[config.mk]
export PLATFORM = sky130hd
export DESIGN_NAME = preif_fetch_ctrl
export DESIGN_NICKNAME = d
export VERILOG_FILES = /design/src/rtl/preif_fetch_ctrl.sv
export SDC_FILE = /design/constraint.sdc
export NUM_CORES = 1
export LEC_CHECK = 0
export CORE_UTILIZATION = 48
export DETAILED_ROUTE_END_ITERATION = 7
export PLACE_DENSITY = 0.86
export SLEW_MARGIN = 20
export SYNTH_ARGS = -nofsm -noshare
export SYNTH_HDL_FRONTEND = slang
export SYNTH_SLANG_ARGS = --single-unit
[constraint.sdc]
create_clock -name clk -period 6.6 [get_ports clk]
set_input_delay 1.32 -clock clk [delete_from_list [all_inputs] [get_ports clk]]
set_output_delay 1.32 -clock clk [all_outputs]
set_load 0.02 [all_outputs]
[src/rtl/preif_fetch_ctrl.sv]
// Pre-IF fetch controller: picks the next fetch PC, drives the instruction SRAM request channel,
// tracks outstanding requests, drops responses of cancelled requests and injects interrupt packets.
module preif_fetch_ctrl #(
  parameter int unsigned FETCH_W   = 2,
  parameter int unsigned MAX_OUTST = 2,
  parameter logic [31:0] RESET_PC  = 32'h1c000000
) (
  input  logic               clk,
  input  logic               rst_n,
  input  logic               stall_i,
  input  logic [31:0]        stall_pc_i,
  input  logic               excep_en_i,
  input  logic [31:0]        excep_pc_i,
  input  logic               ertn_en_i,
  input  logic [31:0]        ertn_pc_i,
  input  logic               refetch_en_i,
  input  logic [31:0]        refetch_pc_i,
  input  logic               branch_en_i,
  input  logic [31:0]        branch_pc_i,
  input  logic               flush_i,
  input  logic               interrupt_en_i,
  input  logic               cpu_error_i,
  input  logic               next_allowin_i,
  output logic               inst_sram_req_o,
  output logic [31:0]        inst_sram_addr_o,
  input  logic               inst_sram_addr_ok_i,
  input  logic               inst_sram_data_ok_i,
  output logic               to_next_valid_o,
  output logic [31:0]        to_next_pc_o,
  output logic [FETCH_W-1:0] to_next_mask_o,
  output logic               to_next_int_o,
  output logic               discard_o
);

  localparam int unsigned BLK_BYTES   = FETCH_W * 4;
  localparam logic [31:0] BLK_MASK    = 32'(BLK_BYTES - 1);
  localparam logic [2:0]  MAX_OUTST_C = 3'(MAX_OUTST);

  logic [31:0]        pc_q;
  logic [31:0]        pend_pc_r;
  logic               pend_vld_r;
  logic               req_hold_r;
  logic               int_pend_r;
  logic [2:0]         outst_r;
  logic [2:0]         discard_cnt_r;
  logic               to_next_valid_r;
  logic [31:0]        to_next_pc_r;
  logic [FETCH_W-1:0] to_next_mask_r;
  logic               to_next_int_r;

  logic               redir_en_s;
  logic [31:0]        redir_pc_s;
  logic [31:0]        seq_pc_s;
  logic [FETCH_W-1:0] mask_s;
  logic               req_new_s;
  logic               req_s;
  logic               hs_s;
  logic               hold_s;
  logic               cancel_s;
  logic               dok_s;
  logic               int_fire_s;
  logic [2:0]         outst_nxt_s;
  logic [2:0]         unret_s;

  // Redirect source selection, highest priority first.
  always_comb begin
    redir_en_s = 1'b1;
    redir_pc_s = 32'h0000_0000;
    if (stall_i) begin
      redir_pc_s = stall_pc_i;
    end else if (excep_en_i) begin
      redir_pc_s = excep_pc_i;
    end else if (ertn_en_i) begin
      redir_pc_s = ertn_pc_i;
    end else if (refetch_en_i) begin
      redir_pc_s = refetch_pc_i;
    end else if (branch_en_i) begin
      redir_pc_s = branch_pc_i;
    end else begin
      redir_en_s = 1'b0;
    end
  end

  // Lane valid mask: lanes before the entry slot of the packet are dropped.
  always_comb begin
    mask_s = {FETCH_W{1'b0}};
    for (int k = 0; k < int'(FETCH_W); k++) begin
      if (32'(k) >= ((pc_q & BLK_MASK) >> 2)) begin
        mask_s[k] = 1'b1;
      end else begin
        mask_s[k] = 1'b0;
      end
    end
  end

  assign seq_pc_s    = (pc_q & ~BLK_MASK) + 32'(BLK_BYTES);
  assign req_new_s   = rst_n & next_allowin_i & ~stall_i & ~cpu_error_i & ~flush_i
                     & ~int_pend_r & (outst_r < MAX_OUTST_C);
  assign req_s       = rst_n & (req_new_s | req_hold_r);
  assign hs_s        = req_s & inst_sram_addr_ok_i;
  assign hold_s      = req_s & ~inst_sram_addr_ok_i;
  // A request is dropped if a redirect is pending for it or lands in its handshake cycle.
  assign cancel_s    = pend_vld_r | redir_en_s;
  assign dok_s       = inst_sram_data_ok_i & (outst_r != 3'd0);
  assign int_fire_s  = rst_n & int_pend_r & next_allowin_i & ~cpu_error_i & ~flush_i & ~req_hold_r;
  assign outst_nxt_s = outst_r + {2'b00, hs_s} - {2'b00, dok_s};
  assign unret_s     = outst_r + {2'b00, req_hold_r} - {2'b00, dok_s};

  // Request bookkeeping: hold flag, outstanding count, discard count, interrupt pending.
  always_ff @(posedge clk) begin
    if (!rst_n) begin
      req_hold_r    <= 1'b0;
      outst_r       <= 3'd0;
      discard_cnt_r <= 3'd0;
      int_pend_r    <= 1'b0;
    end else begin
      req_hold_r <= hold_s;
      outst_r    <= outst_nxt_s;
      if (flush_i) begin
        discard_cnt_r <= unret_s;
      end else if (inst_sram_data_ok_i && (discard_cnt_r != 3'd0)) begin
        discard_cnt_r <= discard_cnt_r - 3'd1;
      end
      if (flush_i || int_fire_s) begin
        int_pend_r <= 1'b0;
      end else if (interrupt_en_i) begin
        int_pend_r <= 1'b1;
      end
    end
  end

  // Fetch PC and the one-entry pending redirect captured while the bus request is frozen.
  always_ff @(posedge clk) begin
    if (!rst_n) begin
      pc_q       <= RESET_PC;
      pend_vld_r <= 1'b0;
      pend_pc_r  <= 32'h0000_0000;
    end else if (hs_s) begin
      pend_vld_r <= 1'b0;
      if (redir_en_s) begin
        pc_q <= redir_pc_s;
      end else if (pend_vld_r) begin
        pc_q <= pend_pc_r;
      end else begin
        pc_q <= seq_pc_s;
      end
    end else if (hold_s) begin
      if (redir_en_s) begin
        pend_vld_r <= 1'b1;
        pend_pc_r  <= redir_pc_s;
      end
    end else if (redir_en_s) begin
      pc_q <= redir_pc_s;
    end
  end

  // Packet handed to IF, one cycle after the accepted request or the interrupt slot.
  always_ff @(posedge clk) begin
    if (!rst_n) begin
      to_next_valid_r <= 1'b0;
      to_next_pc_r    <= 32'h0000_0000;
      to_next_mask_r  <= {FETCH_W{1'b0}};
      to_next_int_r   <= 1'b0;
    end else begin
      to_next_valid_r <= (hs_s & ~cancel_s) | int_fire_s;
      to_next_pc_r    <= pc_q;
      to_next_mask_r  <= int_fire_s ? {FETCH_W{1'b0}} : mask_s;
      to_next_int_r   <= int_fire_s;
    end
  end

  assign inst_sram_req_o  = req_s;
  assign inst_sram_addr_o = {pc_q[31:2], 2'b00};
  assign discard_o        = rst_n & inst_sram_data_ok_i & (discard_cnt_r != 3'd0);
  assign to_next_valid_o  = to_next_valid_r;
  assign to_next_pc_o     = to_next_pc_r;
  assign to_next_mask_o   = to_next_mask_r;
  assign to_next_int_o    = to_next_int_r;

endmodule

==> flow_summary.yaml <==
hold_path:
  min-delay-start: "pc_q[0]"
  min_path_cells: 1
  hold_end: "to_next_pc_o[0]"
  hold_class: "flip-flop to flip-flop"
worst_setup_path:
  r2r_cells: 9
  arrival_time_at_the_worst_endpoint_ns: 3.33
  critical_path.reg2reg.startpoint: "outst_r[1]"
  crit_required_ns: 5.28
  ff2ff_setup_slack_ns: 3.55
  critical_path_buf_inv_count: 3
  crit_type: "input port to primary output"
  cp_slowest_cell: "sky130_fd_sc_hd__clkdlybuf4s50_1"
  max_stage_delay_ns: 0.68
  critPathMaxFanout: 32
  reg2reg_to: "pend_pc_r[24]"
  critPathLaunchType: "input port"
  setup.worst_path.end_class: "primary output"
  crit_chain: "clkdlybuf4s50_1 > buf_4 > nor4bb_1 > a22o_1 > clkdlybuf4s50_1"
  cpLargestDelayFamily: "buffers and inverters"
  crit_path_frequent_cell: "sky130_fd_sc_hd__clkdlybuf4s50_1"
detailed_routing:
  avgViaCountPerCell: 5.80
  drt-initial-drc-count: 644
  remaining_drc_errors: 0
  route.antenna.remaining_nets: 0
  drt_wl_total_microns: 20800
  drt_first_pass_iters: 7
  routed-via-count: 6551
  wl_per_cell_microns: 18.4
floorplanning:
  floorplan.die.width_microns: 117
  die-area_sq_um: 13700
  cell_rows: 41
  io_pins: 243
  core_area_sq_um: 12800
  floorplan.initialDensity: 0.497
  die_h_microns: 117
logic_synthesis:
  ys_dominant_reg_cell: "sky130_fd_sc_hd__dfxtp_1"
  post_synth_main_area_contributors: "sky130_fd_sc_hd__dfxtp_1 34%, sky130_fd_sc_hd__and2_1 7.1%, sky130_fd_sc_hd__o21ai_0 6.0%, sky130_fd_sc_hd__a221oi_1 5.5%, sky130_fd_sc_hd__nand2_1 4.2%"
  synth_top_cell_area_share: 0.344
  synth_cell_types: 65
  synth.largest_area_cell: "sky130_fd_sc_hd__dfxtp_1"
  post_synth_inst_count: 784
  post_synth_edffs: 0
  avgSynthCellArea_sq_um: 8.09
  postSynthRegisterBits: 109
  synth_sequential_area_ratio: 0.344
  yosys_warnings: 0
  synthArstFlopShare: 0
  post_synth_instance_area_sq_um: 6340
clock_tree:
  cts-hold-fix-buffers: 0
  max-clock-path-buffers: 2
  numCtsBuffers: 9
  cts_root_buffer: "sky130_fd_sc_hd__clkbuf_16"
  cts-resized-gates: 0
  clock_insertion_delay_worst_skew_ns: 0.36
  clock_sinks: 109
  clock_tree_from_tritoncts: "done"
  cts.repair_timing.setup_buffer_count: 0
  clock_tree.htree_level_count: 3
  clkSlewWorstSetupHoldPaths_ns: 0.07
placed_design:
  portBuffers: 240
  detailedPlacementHpwl_microns: 15900
  globalplace.congestion: 0.960
timing:
  setup_viol_count_final: 0
  finalHoldViolCount: 0
  fmax_mhz: 215
  grt_setup_unrepaired: "false"
  post-route-period-util: 0.705
  tightestPinTransition_ns: 0.985
  timing.clock.skew_ns: 0.0116
  fin_tns_setup_ns: 0
  slew_violations: 0
  post-route-min-period_ns: 4.65
  slew-limit-headroom: 0.343
final_layout:
  insertedDiodeCount: 0
  mostFrequentLayoutCell: "sky130_fd_sc_hd__clkdlybuf4s50_1"
  final_util: 0.691
  finish.net_count: 1135
  drive_gt1_frac: 0.0397
  leading_cell_types_in_the_layout_fill_and_taps_excluded: "239 x sky130_fd_sc_hd__clkdlybuf4s50_1, 109 x sky130_fd_sc_hd__dfxtp_1, 76 x sky130_fd_sc_hd__o21ai_0"
  area_growth_pct: 39.2
run:
  max_cap_viol_count: 0
power:
  p_sw_mw: 0.521
  sw_frac_of_total: 0.294
  peakVddDrop_v: 0.000138
  p_int_mw: 1.25
  clockPowerShare: 0.308
  total_leakage_power_nw: 3.32
  power_density_nw_per_um2: 201
  seqPwrFrac: 0.420
  comb_power_share: 0.272
global_routing:
  via_count_of_the_first_global_routing_pass: 6071
  grt_start_max_net_pins: 87
  grt_pass1_wl_microns: 31800
  congestion_overflow_gr: 0
  grt_antenna_before_repair: 0
  groute.usage.overall: 0.306
outcome:
  outcome: "complete, no violations"
-- metrics by stage --
stage	instances	power [mW]	cell area [sq um]	setup WS, ns	hold slack, ns
after global placement	1113	1.23	8530	1.92	0.443
after detailed placement	1113	1.24	8530	1.86	0.451
after floorplan	785	1.03	6350	3.25	0.422
after CTS	1129	1.77	8830	1.96	0.470
final	1129	1.78	8830	1.95	0.466
after global routing	1129	1.86	8830	1.87	0.488
-- sequential cells by signal (all words and copies together), names as in the netlist --
name             cells
pc_q                32
pend_pc_r           32
to_next_pc_o        32
discard_cnt_r        3
outst_r              3
to_next_mask_o       2
int_pend_r           1
pend_vld_r           1
req_hold_r           1
to_next_int_o        1
to_next_valid_o      1
-- cells by family after synthesis --
kind of cell,Yosys count,synth area share
simple gates,276,0.231
flops,109,0.344
compound gates,240,0.262
buf+inv,115,0.0917
other cells,1,0.000591
mux,12,0.0189
fa+ha+maj,10,0.0221
xor+xnor,21,0.0290
-- synth_stat cells, types with 8 or more instances --
master,instances
sky130_fd_sc_hd__ha_1,8
sky130_fd_sc_hd__a21o_1,11
sky130_fd_sc_hd__nor3_1,17
sky130_fd_sc_hd__o31ai_1,14
sky130_fd_sc_hd__inv_1,20
sky130_fd_sc_hd__o21ai_0,76
sky130_fd_sc_hd__buf_2,12
sky130_fd_sc_hd__a21oi_1,24
sky130_fd_sc_hd__nor2_1,43
sky130_fd_sc_hd__nand4_1,9
sky130_fd_sc_hd__nand3_1,13
sky130_fd_sc_hd__nand2_1,71
sky130_fd_sc_hd__mux2i_1,12
sky130_fd_sc_hd__xor2_1,13
sky130_fd_sc_hd__buf_4,32
sky130_fd_sc_hd__nand3b_1,11
sky130_fd_sc_hd__dfxtp_1,109
sky130_fd_sc_hd__a221oi_1,40
sky130_fd_sc_hd__and2_1,72
sky130_fd_sc_hd__xnor2_1,8
sky130_fd_sc_hd__o211ai_1,11
sky130_fd_sc_hd__nor2b_1,12
sky130_fd_sc_hd__clkbuf_1,45
-- layout make-up --
type	instances	area (sq um)
tap	172	215
clock buffer	9	225
sequential	109	2180
timing repair buffer	250	2470
clock inverter	7	73.8
inverter	21	78.8
fill	993	3940
multi-input combinational	561	3580
-- power groups by stage --
stage	sequential, mW	clock (mW)	combinational, mW
floorplan	0.760	0	0.267
global placement	0.758	0	0.468
detailed placement	0.759	0	0.478
CTS	0.744	0.550	0.480
global route	0.751	0.583	0.527
finish	0.745	0.547	0.484
-- per-layer routing --
metal  wire length, microns  track usage
met5                      0            0
met3                   1500       0.0541
met1                   8620        0.390
met2                  10100        0.520
met4                    563        0.113
-- worst max path at each step --
| stage | start | to | slack, ns | cells past startpoint |
|---|---|---|---|---|
| after detailed placement | branch_en_i | pc_q[14] | 1.86 | 7 |
| after global routing | stall_i | pend_pc_r[23] | 1.87 | 9 |
| after global placement | refetch_en_i | pc_q[14] | 1.92 | 8 |
| after CTS | stall_i | inst_sram_req_o | 1.96 | 5 |
| after floorplan | rst_n | discard_o | 3.25 | 3 |
| final | stall_i | inst_sram_req_o | 1.95 | 5 |
Note: power is estimated with default switching activity, not from simulation.
